<file path="config.mk">
export PLATFORM = sky130hd
export DESIGN_NAME = seq_alu
export DESIGN_NICKNAME = d
export VERILOG_FILES = /design/src/rtl/seq_alu.sv
export SDC_FILE = /design/constraint.sdc
export NUM_CORES = 1
export LEC_CHECK = 0
export BUFFER_PORTS_ARGS = -buffer_cell sky130_fd_sc_hd__buf_2
export CAP_MARGIN = 20
export CELL_PAD_IN_SITES_DETAIL_PLACEMENT = 0
export CELL_PAD_IN_SITES_GLOBAL_PLACEMENT = 1
export CORE_MARGIN = 2
export CORE_UTILIZATION = 47
export DETAILED_ROUTE_END_ITERATION = 8
export HOLD_SLACK_MARGIN = 0.15
export PLACE_DENSITY = 0.82
export SYNTH_ARGS = -nofsm -noshare
export SYNTH_HDL_FRONTEND = slang
export SYNTH_SLANG_ARGS = --single-unit
</file>
<file path="constraint.sdc">
create_clock -name clk -period 3.8 [get_ports clk]
set_input_delay 0.19 -clock clk [delete_from_list [all_inputs] [get_ports clk]]
set_output_delay 0.19 -clock clk [all_outputs]
set_load 0.01 [all_outputs]
</file>
<file path="src/rtl/seq_alu.sv">
// seq_alu: handshaked ALU with a registered result and a multi-cycle multiplier.
//
// Operations (op): 000 ADD, 001 SUB, 010 AND, 011 OR, 100 XOR, 101 SHL,
// 110 MUL, 111 CMP. MUL is an unsigned shift-add multiply that takes WIDTH
// cycles. Every other op takes a single cycle. Only one operation is in
// flight at a time.
//
// Ports:
//   clk        rising-edge clock
//   rst        synchronous active-high reset
//   in_valid   operation request; it is accepted when in_valid && in_ready
//   in_ready   block is idle and can accept a request
//   a, b       operands (WIDTH bits), sampled only at the accept edge
//   op         3-bit opcode
//   out_valid  result, result_hi and flags are valid and held
//   out_ready  consumer takes the result
//   result     result (low half of the product for MUL)
//   result_hi  high half of the MUL product; 0 for all other ops
//   flags      {C,Z,N,V}
//
// Build option: define ALU_SAT_EN to saturate signed overflow on ADD/SUB.
// The default build wraps and has no saturation logic.

module seq_alu #(
  parameter int WIDTH = 4,
  parameter int CNT_W = $clog2(WIDTH + 1)
) (
  input  logic             clk,
  input  logic             rst,
  input  logic             in_valid,
  output logic             in_ready,
  input  logic [WIDTH-1:0] a,
  input  logic [WIDTH-1:0] b,
  input  logic [2:0]       op,
  output logic             out_valid,
  input  logic             out_ready,
  output logic [WIDTH-1:0] result,
  output logic [WIDTH-1:0] result_hi,
  output logic [3:0]       flags
);

  typedef enum logic [2:0] {
    OP_ADD = 3'b000,
    OP_SUB = 3'b001,
    OP_AND = 3'b010,
    OP_OR  = 3'b011,
    OP_XOR = 3'b100,
    OP_SHL = 3'b101,
    OP_MUL = 3'b110,
    OP_CMP = 3'b111
  } op_e;

  typedef enum logic [1:0] {
    IDLE = 2'b00,
    BUSY = 2'b01,
    DONE = 2'b10
  } state_e;

  // Shift amounts at or above WIDTH clear the result.
  localparam logic [WIDTH-1:0] SHIFT_LIM = WIDTH'(WIDTH);

`ifdef ALU_SAT_EN
  localparam logic [WIDTH-1:0] SAT_MAX = {1'b0, {(WIDTH-1){1'b1}}};
  localparam logic [WIDTH-1:0] SAT_MIN = {1'b1, {(WIDTH-1){1'b0}}};
`endif

  state_e             state;
  logic [CNT_W-1:0]   cnt;
  logic [WIDTH-1:0]   mcand;
  logic [WIDTH-1:0]   mplier;
  logic [2*WIDTH-1:0] acc;

  // Single-cycle datapath.
  logic [WIDTH:0]     add_full;
  logic [WIDTH-1:0]   diff;
  logic               add_v;
  logic               sub_v;
  logic [WIDTH-1:0]   alu_res;
  logic               alu_c;
  logic               alu_v;
  logic               alu_z;
  logic               alu_n;

  assign add_full = {1'b0, a} + {1'b0, b};
  assign diff     = a - b;
  // Signed overflow: the operand signs make overflow possible and the sign
  // of the wrapped result disagrees with a.
  assign add_v = (a[WIDTH-1] == b[WIDTH-1]) && (add_full[WIDTH-1] != a[WIDTH-1]);
  assign sub_v = (a[WIDTH-1] != b[WIDTH-1]) && (diff[WIDTH-1] != a[WIDTH-1]);

  // NOTE: every output of this block is given a default first, so no path
  // can leave a value unassigned and infer a latch.
  always_comb begin
    alu_res = '0;
    alu_c   = 1'b0;
    alu_v   = 1'b0;
    unique case (op)
      OP_ADD: begin
        alu_res = add_full[WIDTH-1:0];
        alu_c   = add_full[WIDTH];
        alu_v   = add_v;
      end
      OP_SUB: begin
        alu_res = diff;
        alu_c   = (a < b);
        alu_v   = sub_v;
      end
      OP_AND: alu_res = a & b;
      OP_OR:  alu_res = a | b;
      OP_XOR: alu_res = a ^ b;
      OP_SHL: alu_res = (b >= SHIFT_LIM) ? '0 : (a << b);
      OP_MUL: alu_res = '0;
      OP_CMP: begin
        alu_c = (a < b);
        alu_v = sub_v;
      end
      default: alu_res = '0;
    endcase
`ifdef ALU_SAT_EN
    // Overflow direction follows the sign of a for both ADD and SUB:
    // a non-negative a can only overflow upward.
    if ((op == OP_ADD || op == OP_SUB) && alu_v)
      alu_res = a[WIDTH-1] ? SAT_MIN : SAT_MAX;
`endif
  end

  // CMP reports equality and the sign of the difference while leaving result at 0.
  assign alu_z = (op == OP_CMP) ? (a == b) : (alu_res == '0);
  assign alu_n = (op == OP_CMP) ? diff[WIDTH-1] : alu_res[WIDTH-1];

  // One MSB-first shift-add step: after WIDTH steps acc holds a*b.
  logic [2*WIDTH-1:0] acc_next;
  logic [WIDTH-1:0]   prod_hi;
  logic [WIDTH-1:0]   prod_lo;

  assign acc_next = (acc << 1)
                  + {{WIDTH{1'b0}}, (mplier[WIDTH-1] ? mcand : {WIDTH{1'b0}})};
  assign prod_hi  = acc_next[2*WIDTH-1:WIDTH];
  assign prod_lo  = acc_next[WIDTH-1:0];

  // NOTE: sequential state uses non-blocking assignments only, so every
  // register samples pre-edge values regardless of statement order.
  always_ff @(posedge clk) begin
    if (rst) begin
      // NOTE: the multiplier working registers are reset as well. They are
      // a handful of flops, and resetting them keeps an aborted multiply
      // from leaving stale partial products around.
      state     <= IDLE;
      in_ready  <= 1'b1;
      out_valid <= 1'b0;
      result    <= '0;
      result_hi <= '0;
      flags     <= '0;
      cnt       <= '0;
      mcand     <= '0;
      mplier    <= '0;
      acc       <= '0;
    end else begin
      unique case (state)
        IDLE: begin
          if (in_valid && in_ready) begin
            in_ready <= 1'b0;
            if (op == OP_MUL) begin
              mcand  <= a;
              mplier <= b;
              acc    <= '0;
              cnt    <= CNT_W'(WIDTH);
              state  <= BUSY;
            end else begin
              result    <= alu_res;
              result_hi <= '0;
              flags     <= {alu_c, alu_z, alu_n, alu_v};
              out_valid <= 1'b1;
              state     <= DONE;
            end
          end
        end
        BUSY: begin
          acc    <= acc_next;
          mplier <= mplier << 1;
          cnt    <= cnt - CNT_W'(1);
          if (cnt == CNT_W'(1)) begin
            result    <= prod_lo;
            result_hi <= prod_hi;
            flags     <= {(prod_hi != '0), (acc_next == '0), prod_hi[WIDTH-1], 1'b0};
            out_valid <= 1'b1;
            state     <= DONE;
          end
        end
        DONE: begin
          if (out_ready) begin
            out_valid <= 1'b0;
            in_ready  <= 1'b1;
            state     <= IDLE;
          end
        end
        default: state <= IDLE;
      endcase
    end
  end

endmodule

</file>
==> out/qor.csv <==
stage;metric;value;unit
clock_tree;h-tree-depth;2;
drt;vias_per_cell;5.67;
synthesis;ys_warn_count;0;
clock_tree;cts_root_buf;clkbuf_8;
setup_path;startpoint_type;register;
flow_run;maxCapViolCount;0;
global_routing;grt-busiest-layer;met2;
setup_path;crit_family;compound AO/OA/AOI/OAI gates;
pwr;pwr-share-comb;21.6;%
synthesis;ys_types;59;
global_routing;first_global_vias;1907;
synthesis;synthCells;292;
setup_path;critPathRequiredTime;4.03;ns
floorplanning;core.rowCount;25;
drt;postRouteAntennaNets;0;
min_path;worstHoldPathType;primary input to register;
drt;first_pass_iters;4;
timing;hold_viol;0;
final_layout;syn_to_final_growth;8.62;%
pwr;ir_drop;0.145;mV
clock_tree;post-cts-setup-buffer-count;0;
global_routing;gr-usage-all-layers;22.4;%
drt;drt-initial-drc-count;171;
synthesis;synth_async_sr_flop_share;0;%
clock_tree;numCtsBuffers;5;
timing;rsz0062_at_grt;no;
placed_design;dp.cells;370;
synthesis;synth_area_leaders;dfxtp_1 29%, ha_1 8.9%, nor2_1 6.1%;
floorplanning;die_w;75.2;um
timing;fin_crit_sh;64.7;%
final_layout;stdcell_count;377;
setup_path;arrival;2.69;ns
synthesis;yosysMostFrequentCell;nor2_1;
timing;max_slew_margin;31.0;%
final_layout;drive_above_1_share;16.1;%
clock_tree;clkLatencyLatePin;0.29;ns
setup_path;critPathMaxFanout;7;
synthesis;synth_top_area_share;28.6;%
timing;max_freq;407;MHz
global_routing;gr-usage-met2;33.4;%
drt;vias;2138;
final_layout;fin_area;0.00259;mm^2
setup_path;worst-path-buf-inv;0;
synthesis;synth_seq_cells;34;
final_layout;finalNetCount;345;
floorplanning;design.die.area;0.00565;mm^2
floorplanning;start_util;49.4;%
synthesis;syn_area;0.00238;mm^2
clock_tree;cts_resized;0;
timing;finalSetupTns;0;ns
final_layout;postLayoutCoreUtil;53.7;%
setup_path;path_depth;8;
drt;routed_wl;5790;um
clock_tree;clock_sinks;34;
pwr;p_clk_share;31.1;%
setup_path;cp_cell_sequence;and2_1, ha_1, fa_1, xor2_1, a2111oi_0, o211ai_1, o21ai_0, a32o_1;
min_path;hold_path_startpoint;a[0];
pwr;swShare;30.9;%
global_routing;grt_overflow;0;
synthesis;synthFlopType;dfxtp_1;
clock_tree;clk_path_buf_depth;2;
setup_path;r2r_slack;1.34;ns
placed_design;portBuffers;28;
synthesis;synth_edf_count;0;
timing;final.min_clock_period;2.46;ns
floorplanning;coreArea;0.00482;mm^2
setup_path;path_class;register to register;
setup_path;critical_path.reg2reg.endpoint;flags[2]$_SDFFE_PP0P_;
clock_tree;cts_hold_buffers;0;
setup_path;slowest_delay;0.49;ns
setup_path;reg2reg_from;mplier[3]$_SDFFE_PP0P_;
placed_design;dpl_cell_area;0.00251;mm^2
synthesis;syn_nets;327;
setup_path;crit_path_end_kind;register;
clock_tree;cts_tree;yes;
synthesis;ys_seq_area_share;28.6;%
setup_path;cp-endpoint;flags[2]$_SDFFE_PP0P_;
clock_tree;cts.clk_slew.worst_paths;0.07;ns
global_routing;globalRouteMet3Util;3.48;%
drt;route.detailed.drc;0;
synthesis;synth_area_per_cell;8.15;um^2
synthesis;yosysTopAreaCell;dfxtp_1;
final_layout;diodes;0;
setup_path;cp_slowest_cell;a2111oi_0;
pwr;p_seq_share;47.3;%
floorplanning;io_pins;29;
pwr;cellPowerDensity;312;mW/mm^2
global_routing;grt_max_degree;36;
floorplanning;dieHeight;75.2;um
placed_design;dpl.hpwl;4350;um
status;status;finished clean;
timing;tightest_slew;1.03;ns
timing;skew;0.00592;ns
timing;slew_violations;0;
pwr;p_sw;0.000249;W
setup_path;rr_worst_depth;8;
pwr;cellLeakagePower;1.08;nW
placed_design;gp_routability_congestion;0.915;
global_routing;antenna_found_initial;0;
drt;wl_per_cell;15.4;um
global_routing;grt_pass1_wl;9550;um
synthesis;ys_top_cells_by_count;39 x nor2_1, 34 x dfxtp_1, 23 x a21oi_1;
pwr;internal_power;0.000558;W
timing;setup_viol;0;
setup_path;crit_path_start;mplier[3]$_SDFFE_PP0P_;
global_routing;use_met1;32.9;%
[cells in the final DEF (no fill, tap or decap), drive strengths merged, types with 2 or more instances in the layout]
cell type,netlist,routed
nand2,25,25
xor2,6,6
fa,3,3
a32oi,3,3
a211oi,6,6
nor4,5,5
dfxtp,34,34
xnor2,4,4
nand3b,3,3
o41ai,2,2
o211ai,5,5
o21ai,7,7
a32o,2,2
a31oi,2,2
mux2i,6,6
nand4,3,3
a21o,3,3
nor2b,4,4
o21bai,3,3
nand3,3,3
clkbuf,10,5
buf,8,29
nand2b,6,6
nor2,40,40
a22oi,5,5
nor3,7,7
inv,16,16
a21oi,28,28
clkinv,0,2
and2,4,4
a2111oi,2,2
ha,17,17
a311oi,4,4
[state kept, by name, summed over array words and instances, names as in the netlist]
| register | count |
|---|---|
| acc | 7 |
| flags | 4 |
| mcand | 4 |
| mplier | 4 |
| result | 4 |
| result_hi | 4 |
| cnt | 3 |
| state | 2 |
| in_ready | 1 |
| out_valid | 1 |
[through the flow]
step                hold WS, ns  setup WS, ns  power (W)
CTS                       0.212          1.38   0.000816
finish                    0.218          1.34   0.000808
global route              0.237          1.25   0.000852
detailed placement        0.452          1.42   0.000564
floorplan                 0.326          1.71   0.000519
global placement          0.448          1.40   0.000563
[kinds of logic (layout without fill, tap and decap cells)]
| group | count (synthesis) | in the layout | share of synthesized area, % |
|---|---|---|---|
| flip-flops | 34 | 34 | 28.6 |
| AND/OR/NAND/NOR | 105 | 105 | 22.1 |
| multiplexers | 6 | 6 | 2.52 |
| XOR/XNOR | 10 | 10 | 3.68 |
| AO/OA/AOI/OAI | 83 | 83 | 24.8 |
| buffers and inverters | 34 | 52 | 6.94 |
| adder cells (fa/ha/maj) | 20 | 20 | 11.5 |
[metal layers]
metal	up-vias	wire length [um]
met5	-	0
met3	10	266
met2	55	2550
met4	0	112
met1	994	2860
li1	1079	-
[power groups by stage]
stage / registers [W] / clock network [W] / logic [W]
floorplan: 0.000390 / 0 / 0.000129
global placement: 0.000390 / 0 / 0.000173
detailed placement: 0.000390 / 0 / 0.000174
CTS: 0.000382 / 0.000259 / 0.000175
global route: 0.000384 / 0.000273 / 0.000195
finish: 0.000382 / 0.000251 / 0.000174
[how the worst min path moves through the flow]
stage	cells past startpoint	slack (ns)	endpoint
floorplan	2	0.33	mcand[0]$_SDFFE_PP0P_
global placement	2	0.45	result_hi[0]$_SDFFE_PP0P_
detailed placement	2	0.45	result_hi[0]$_SDFFE_PP0P_
CTS	3	0.21	mcand[0]$_SDFFE_PP0P_
global route	3	0.24	mcand[0]$_SDFFE_PP0P_
finish	3	0.22	mcand[0]$_SDFFE_PP0P_
[layout make-up]
class | count | area [um^2]
Sequential cell | 34 | 681
Timing Repair Buffer | 29 | 148
Clock buffer | 5 | 68.8
Inverter | 16 | 60.1
Multi-Input combinational cell | 224 | 1540
Tap cell | 67 | 83.8
Fill cell | 499 | 2230
Clock inverter | 2 | 10.0
[tightest hold or removal path: stages]
cell	delay (ns)
buf_2	0.14
nand2_1	0.08
a21oi_1	0.06
Power figures use the tool's default switching activity.
